<file path="src/rtl/spi_pkg.sv">
// -----------------------------------------------------------------------------
// spi_pkg
// Shared constants and types for the SPI frame receiver: frame layout, bit
// counter sizing and the receive FSM state encoding.
// -----------------------------------------------------------------------------
package spi_pkg;

  localparam int FRAME_BITS = 16;
  localparam int ADDR_W     = 7;
  localparam int DATA_W     = 8;
  localparam int RW_BIT     = 15;
  localparam int CNT_W      = 5;

  // A complete frame has exactly 16 SCLK edges; 17 marks "too many" and the
  // counter parks there so any overrun length is rejected the same way.
  localparam logic [CNT_W-1:0] CNT_FULL = 5'd16;
  localparam logic [CNT_W-1:0] CNT_SAT  = 5'd17;

  typedef enum logic {
    SPI_IDLE  = 1'b0,
    SPI_SHIFT = 1'b1
  } spi_state_e;

  // R/W flag of a received frame: 1 = write.
  function automatic logic frame_is_write(input logic [FRAME_BITS-1:0] frame);
    return frame[RW_BIT];
  endfunction

endpackage

</file>
<file path="src/rtl/sync_ff.sv">
// -----------------------------------------------------------------------------
// sync_ff
// N-stage flop synchronizer for a single asynchronous input.
//   clk     : destination clock
//   rst_n   : asynchronous active-low reset, loads RST_VAL into every stage
//   d       : raw asynchronous input
//   q       : synchronized output (STAGES clk cycles of latency)
// Parameters: STAGES (2..3), RST_VAL (value held by the chain in reset).
// -----------------------------------------------------------------------------
module sync_ff #(
  parameter int   STAGES  = 2,
  parameter logic RST_VAL = 1'b0
) (
  input  logic clk,
  input  logic rst_n,
  input  logic d,
  output logic q
);

  logic [STAGES-1:0] chain_r;

  // Shift the raw input through the synchronizer chain.
  always_ff @(posedge clk or negedge rst_n) begin
    if (!rst_n) begin
      chain_r <= {STAGES{RST_VAL}};
    end else begin
      chain_r <= {chain_r[STAGES-2:0], d};
    end
  end

  assign q = chain_r[STAGES-1];

endmodule

</file>
<file path="src/rtl/spi_frame_rx.sv">
// -----------------------------------------------------------------------------
// spi_frame_rx
// SPI mode-0 slave receiver. Synchronizes SCLK/MOSI/CS into the clk domain,
// deserializes 16-bit MSB-first frames {R/W, addr[6:0], data[7:0]} and issues
// one register-write strobe per valid write frame. Frames whose SCLK edge
// count is not exactly 16 are rejected with a frame_err pulse.
//   clk, rst_n : system clock, asynchronous active-low reset
//   spi_sclk   : raw SPI clock
//   spi_mosi   : raw serial data
//   spi_cs     : raw chip select, active-low
//   wr_valid   : one-cycle write strobe
//   wr_addr    : register address, held until the next wr_valid
//   wr_data    : register data, held until the next wr_valid
//   frame_err  : one-cycle pulse for a bit-count violation
//   busy       : high while a frame is being shifted in
//   err_count  : saturating frame_err count (only with SPI_ERR_COUNT_EN)
// Optional feature macro: SPI_ERR_COUNT_EN.
// Latency: raw CS rise -> wr_valid/frame_err is SYNC_STAGES + 2 clk cycles.
// -----------------------------------------------------------------------------
module spi_frame_rx
  import spi_pkg::*;
#(
  parameter int SYNC_STAGES = 2
) (
  input  logic              clk,
  input  logic              rst_n,
  input  logic              spi_sclk,
  input  logic              spi_mosi,
  input  logic              spi_cs,
  output logic              wr_valid,
  output logic [ADDR_W-1:0] wr_addr,
  output logic [DATA_W-1:0] wr_data,
  output logic              frame_err,
  output logic              busy
`ifdef SPI_ERR_COUNT_EN
  ,
  output logic [7:0]        err_count
`endif
);

  localparam logic [1:0] FLUSH_DONE = 2'(SYNC_STAGES);

  logic sclk_s, mosi_s, cs_s;
  logic sclk_hist_r, mosi_hist_r, cs_hist_r;
  logic sclk_rise_r, cs_fall_r, cs_rise_r;
  logic [1:0] flush_r;
  logic armed_r;

  spi_state_e state_r, next_state_s;
  logic start_s, shift_s, eval_s, frame_ok_s;

  logic [FRAME_BITS-1:0] shift_r;
  logic [CNT_W-1:0]      cnt_r;
  logic                  wr_pend_r, err_pend_r;
  logic [FRAME_BITS-1:0] pend_frame_r;

  logic              wr_valid_r, frame_err_r, busy_r;
  logic [ADDR_W-1:0] wr_addr_r;
  logic [DATA_W-1:0] wr_data_r;

  sync_ff #(.STAGES(SYNC_STAGES), .RST_VAL(1'b0)) u_sync_sclk (
    .clk(clk), .rst_n(rst_n), .d(spi_sclk), .q(sclk_s)
  );
  sync_ff #(.STAGES(SYNC_STAGES), .RST_VAL(1'b0)) u_sync_mosi (
    .clk(clk), .rst_n(rst_n), .d(spi_mosi), .q(mosi_s)
  );
  sync_ff #(.STAGES(SYNC_STAGES), .RST_VAL(1'b1)) u_sync_cs (
    .clk(clk), .rst_n(rst_n), .d(spi_cs), .q(cs_s)
  );

  // History flops plus registered edge pulses. mosi_hist_r is captured in the
  // same cycle as sclk_rise_r, so it holds the data bit of that SCLK sample.
  always_ff @(posedge clk or negedge rst_n) begin
    if (!rst_n) begin
      sclk_hist_r <= 1'b0;
      mosi_hist_r <= 1'b0;
      cs_hist_r   <= 1'b1;
      sclk_rise_r <= 1'b0;
      cs_fall_r   <= 1'b0;
      cs_rise_r   <= 1'b0;
    end else begin
      sclk_hist_r <= sclk_s;
      mosi_hist_r <= mosi_s;
      cs_hist_r   <= cs_s;
      sclk_rise_r <= sclk_s & ~sclk_hist_r;
      cs_fall_r   <= ~cs_s & cs_hist_r;
      cs_rise_r   <= cs_s & ~cs_hist_r;
    end
  end

  // Arming: the CS chain resets to "high", so a CS that was already low at
  // reset release would look like a falling edge. Frames are only accepted
  // once the chain has flushed and the pin has genuinely been seen high.
  always_ff @(posedge clk or negedge rst_n) begin
    if (!rst_n) begin
      flush_r <= 2'd0;
      armed_r <= 1'b0;
    end else begin
      if (flush_r != FLUSH_DONE) begin
        flush_r <= flush_r + 2'd1;
      end
      if ((flush_r == FLUSH_DONE) && cs_s && cs_hist_r) begin
        armed_r <= 1'b1;
      end
    end
  end

  // FSM state register.
  always_ff @(posedge clk or negedge rst_n) begin
    if (!rst_n) begin
      state_r <= SPI_IDLE;
    end else begin
      state_r <= next_state_s;
    end
  end

  // FSM next-state and control decode. A CS rise takes priority over an SCLK
  // edge seen in the same cycle, so that edge is never counted.
  always_comb begin
    next_state_s = state_r;
    start_s      = 1'b0;
    shift_s      = 1'b0;
    eval_s       = 1'b0;
    case (state_r)
      SPI_IDLE: begin
        if (cs_fall_r && armed_r) begin
          next_state_s = SPI_SHIFT;
          start_s      = 1'b1;
        end else begin
          next_state_s = SPI_IDLE;
        end
      end
      SPI_SHIFT: begin
        if (cs_rise_r) begin
          next_state_s = SPI_IDLE;
          eval_s       = 1'b1;
        end else if (sclk_rise_r) begin
          shift_s = 1'b1;
        end else begin
          shift_s = 1'b0;
        end
      end
      default: begin
        next_state_s = SPI_IDLE;
      end
    endcase
  end

  // Shift register and saturating bit counter.
  always_ff @(posedge clk or negedge rst_n) begin
    if (!rst_n) begin
      shift_r <= {FRAME_BITS{1'b0}};
      cnt_r   <= {CNT_W{1'b0}};
    end else if (start_s) begin
      shift_r <= {FRAME_BITS{1'b0}};
      cnt_r   <= {CNT_W{1'b0}};
    end else if (shift_s) begin
      shift_r <= {shift_r[FRAME_BITS-2:0], mosi_hist_r};
      if (cnt_r != CNT_SAT) begin
        cnt_r <= cnt_r + 5'd1;
      end
    end
  end

  assign frame_ok_s = (cnt_r == CNT_FULL);

  // Frame verdict captured at the CS-rise evaluation; outputs follow a cycle
  // later from these registers.
  always_ff @(posedge clk or negedge rst_n) begin
    if (!rst_n) begin
      wr_pend_r    <= 1'b0;
      err_pend_r   <= 1'b0;
      pend_frame_r <= {FRAME_BITS{1'b0}};
    end else begin
      wr_pend_r  <= eval_s & frame_ok_s & frame_is_write(shift_r);
      err_pend_r <= eval_s & ~frame_ok_s;
      if (eval_s) begin
        pend_frame_r <= shift_r;
      end
    end
  end

  // Registered outputs.
  always_ff @(posedge clk or negedge rst_n) begin
    if (!rst_n) begin
      wr_valid_r  <= 1'b0;
      frame_err_r <= 1'b0;
      busy_r      <= 1'b0;
      wr_addr_r   <= 7'h00;
      wr_data_r   <= 8'h00;
    end else begin
      wr_valid_r  <= wr_pend_r;
      frame_err_r <= err_pend_r;
      busy_r      <= (next_state_s == SPI_SHIFT);
      if (wr_pend_r) begin
        wr_addr_r <= pend_frame_r[RW_BIT-1 -: ADDR_W];
        wr_data_r <= pend_frame_r[DATA_W-1:0];
      end
    end
  end

  assign wr_valid  = wr_valid_r;
  assign frame_err = frame_err_r;
  assign busy      = busy_r;
  assign wr_addr   = wr_addr_r;
  assign wr_data   = wr_data_r;

`ifdef SPI_ERR_COUNT_EN
  logic [7:0] err_count_r;

  // Saturating count of rejected frames, advanced with the frame_err pulse.
  always_ff @(posedge clk or negedge rst_n) begin
    if (!rst_n) begin
      err_count_r <= 8'h00;
    end else if (err_pend_r && (err_count_r != 8'hFF)) begin
      err_count_r <= err_count_r + 8'h01;
    end
  end

  assign err_count = err_count_r;
`endif

endmodule

</file>
<file path="config.mk">
export PLATFORM = sky130hd
export DESIGN_NAME = spi_frame_rx
export DESIGN_NICKNAME = d
export VERILOG_FILES = /design/src/rtl/spi_pkg.sv /design/src/rtl/sync_ff.sv /design/src/rtl/spi_frame_rx.sv
export SDC_FILE = /design/constraint.sdc
export NUM_CORES = 1
export LEC_CHECK = 0
export CAP_MARGIN = 5
export CORE_MARGIN = 10
export CORE_UTILIZATION = 55
export CTS_CLUSTER_SIZE = 24
export DETAILED_ROUTE_END_ITERATION = 16
export PLACE_DENSITY_LB_ADDON = 0.15
export SLEW_MARGIN = 5
export SYNTH_ARGS = -nofsm -noshare
export SYNTH_HDL_FRONTEND = slang
export SYNTH_SLANG_ARGS = --single-unit
export TNS_END_PERCENT = 100
</file>
<file path="constraint.sdc">
create_clock -name clk -period 2.65 [get_ports clk]
set_clock_uncertainty 0.05 [all_clocks]
set_input_delay 0.3975 -clock clk [delete_from_list [all_inputs] [get_ports clk]]
set_output_delay 0.3975 -clock clk [all_outputs]
set_load 0.05 [all_outputs]
</file>
==> metrics.md <==
| Metric | Value |
|---|---|
| Run status | complete, no violations |
| Most numerous cell in the Yosys netlist | dfrtp_1 |
| Routability Congestion | 0.7860 |
| Total number of H-tree levels | 3 |
| Number of global-route vias before repair | 1667 |
| Global-route wire length before repair | around 8 mm |
| Total iterations of the first detailed-routing run | 4 |
| Crit path arrival time | approximately 1600 ps |
| Power per Cell Area | ~640 nW/um2 |
| Tcrit/Tclk final | 78.44% |
| CTS Sinks | a little over 70 |
| Peak Freq | a little under 500 MHz |
| Gate Count Post-Synth | between 200 and 250 |
| Cell type with the largest total area after synthesis | dfrtp_1 |
| CP max-delay cell | clkdlybuf4s50_1 |
| Seq/Total Area, Yosys | about 64% |
| Post-Syn Nets | 212 |
| Count of filler cells inserted in the layout | 351 |
| Number of buffers added to fix hold violations after cts | 0 |
| Synth-to-layout area growth | 14.85% |
| Cts bufs inserted | 9 |
| CP startpoint kind | flop |
| Fraction of synthesis flops using an asynchronous set or reset pin | 100.0% |
| Total cell area at the placement stage | 3010 um2 |
| Number of enable flip-flop cells after synthesis | 0 |
| Standby leakage power | 0.001463 uW |
| Post-CTS resize count | 0 |
| Critical Path Fanout Max | 7 |
| Aggregate global-route resource usage | 12.10% |
| Worst Path Buf+Inv | 1 |
| Final Max Tran Viols | 0 |
| Biggest area contributors in the synthesized netlist | dfrtp_1 62%, mux2_2 8.6%, mux2_4 4.9%, nand2_1 4.5%, a21oi_2 3.2% |
| Post-place setup slack | approximately 910 ps |
| Vertical die dimension | 90.89 um |
| Clock tree from TritonCTS | built |
| Mean area per synthesized cell | around 14 um2 |
| First-iteration detailed-routing DRC count | 176 |
| Peak VDD IR | about 430 uV |
| Port Buffers | 22 |
| Initial antenna violation count | 0 |
| Crit path max-delay family | buffers and inverters |
| Clock input transition at the sequential cells of the worst setup and hold paths | 70 ps |
| Max-cap check violation count | 0 |
| Depth of the most critical reg-to-reg path | 3 |
| Detail-routed net length per standard cell | 15.48 um |
| Fin Setup TNS | 0 ps |
| Total of endpoints with negative setup slack in the final report | 0 |
| Row cnt | 25 |
| Proportion of layout cells with a drive suffix above 1 | between 20% and 30% |
| IO Count | 23 |
| Crit. End Element | primary output |
| Die Wd | slightly above 90 um |
| Max-slew headroom at the worst pin | 44.48% |
| Commonest cells post-synth | 68 x dfrtp_1, 33 x nand2_1, 21 x mux2_2 |
| CP Class | reg2out |
| Area enclosed by the die boundary | 8261 um2 |
| Post-DR vias/cell | 5.379 |
| Global route total overflow | 0 |
| Initial core utilization | approximately 58% |
| Number of antenna-violating nets in the routed design | 0 |
| Final Hold Vio Count | 0 |
| DPL Wire Length | 3.042 mm |
| Total inserted antenna cells | 0 |
| Logic depth of the worst setup path including buffers | 1 |
| Clock period minus final worst setup slack | ~2100 ps |
| Root buffer selected by CTS | clkbuf_8 |
| Final Cell Area | between 3000 and 4000 um2 |
| Required @ worst endpoint | approximately 2200 ps |
| Worst min-delay path category | in2async |
| Setup fix buffers added after clock tree synthesis | 0 |
| Slew of the pin with the lowest slew margin | between 800 and 900 ps |
| Total via count in the routed design | between 1.5k and 2k |
| Worst setup margin | around 570 ps |
| DRC violation count after routing | 0 |
| Clk_lat worst skew | approximately 330 ps |
| #FFs+latches synth | 71 |
| Clock Path Buffers | 2 |
| Netlist Area Pre-Place | about 2800 um2 |
| Standard cell core area | about 4800 um2 |
| Wirelength, routed | ~4.6 mm |
| Layout Nets | between 200 and 250 |
| Distinct cells, synth | 28 |
| Top_reg_cell synth | dfrtp_1 |
| Critical Path Max Stage Delay | ~850 ps |
| Synth warn | 0 |
| Share of the core filled with cells in the final layout | 66.33% |
| Area share of the leading cell type in the synthesized netlist | between 60% and 70% |
| Critical path cell sequence | clkdlybuf4s50_1 |
| Largest net degree at the start of global routing | 38 |
| Setup repair after global routing missed its margin | false |
final timing paths:
kind | from | end | slack [ps]
setup / recovery | busy$_DFF_PN0_ | busy | 570
hold reg to reg | err_pend_r$_DFF_PN0_ | frame_err$_DFF_PN0_ | 300
max in group asynchronous | rst_n | shift_r[4]$_DFFE_PN0P_ | 1810
min in group clk | err_pend_r$_DFF_PN0_ | frame_err$_DFF_PN0_ | 300
setup reg to reg | cs_rise_r$_DFF_PN0_ | cnt_r[2]$_DFFE_PN0P_ | 910
hold / removal | rst_n | err_pend_r$_DFF_PN0_ | 90
layout by cell type (no fill, tap or decap), types with 4 or more instances in the layout:
cell,count
a21oi_1,7
mux2_2,21
ha_1,4
clkdlybuf4s50_1,21
clkbuf_8,11
o21ai_0,6
nand2_1,33
dfrtp_1,68
mux2_4,9
inv_1,5
a21oi_2,10
nand3_1,6
per-stage QoR:
stage,power [uW],hold slack [ps],cells
6_report,2027,90.55,298
3_3_place_gp,1306,282.8,284
4_1_cts,2050,117.8,298
5_1_grt,2136,140.2,298
3_5_place_dp,1319,286.5,284
2_1_floorplan,1266,51.91,203
where the power goes:
part	total, uW	leakage (uW)	switching [uW]	internal, uW
registers	1160	0.000949	32.6	1120
logic	142	0.000429	92.1	49.7
clock network	730	0.0000854	350	380
kinds of logic after synthesis:
kind of cell	count (synthesis)	synth area share, %
flip-flops	71	64.42
AND/OR/NAND/NOR	52	8.918
multiplexers	30	13.45
AO/OA/AOI/OAI	29	7.153
buffers and inverters	14	3.305
adder cells (fa/ha/maj)	4	1.811
XOR/XNOR	3	0.9508
per-layer routing:
layer	vias to the layer above	share of wire, %	routed length (um)	track usage (%)
met2	48	50	2318	19.47
met3	8	5.6	258	3.824
met4	0	1.5	67	6.136
met5	-	0	0	0
li1	738	-	-	-
met1	809	43	1969	14.23
state kept, by name, summed over array words and instances, names as in the netlist, 2 cells and up:
register / flops
flush_r: 2
u_sync_cs.chain_r: 2
shift_r: 16
u_sync_mosi.chain_r: 2
cnt_r: 5
u_sync_sclk.chain_r: 2
pend_frame_r: 15
wr_addr: 7
wr_data: 8
final cells by class:
cell class,instances,area [um2],share of cell area [%]
clock buffer,13,158.9,5.006
inverter,5,18.77,0.5913
clock inverter,1,5.005,0.1577
sequential,71,1780,56.09
timing repair buffer,23,235.2,7.410
tap,67,83.83,2.641
multi-input combinational,118,892.1,28.10
Power figures use the tool's default switching activity.
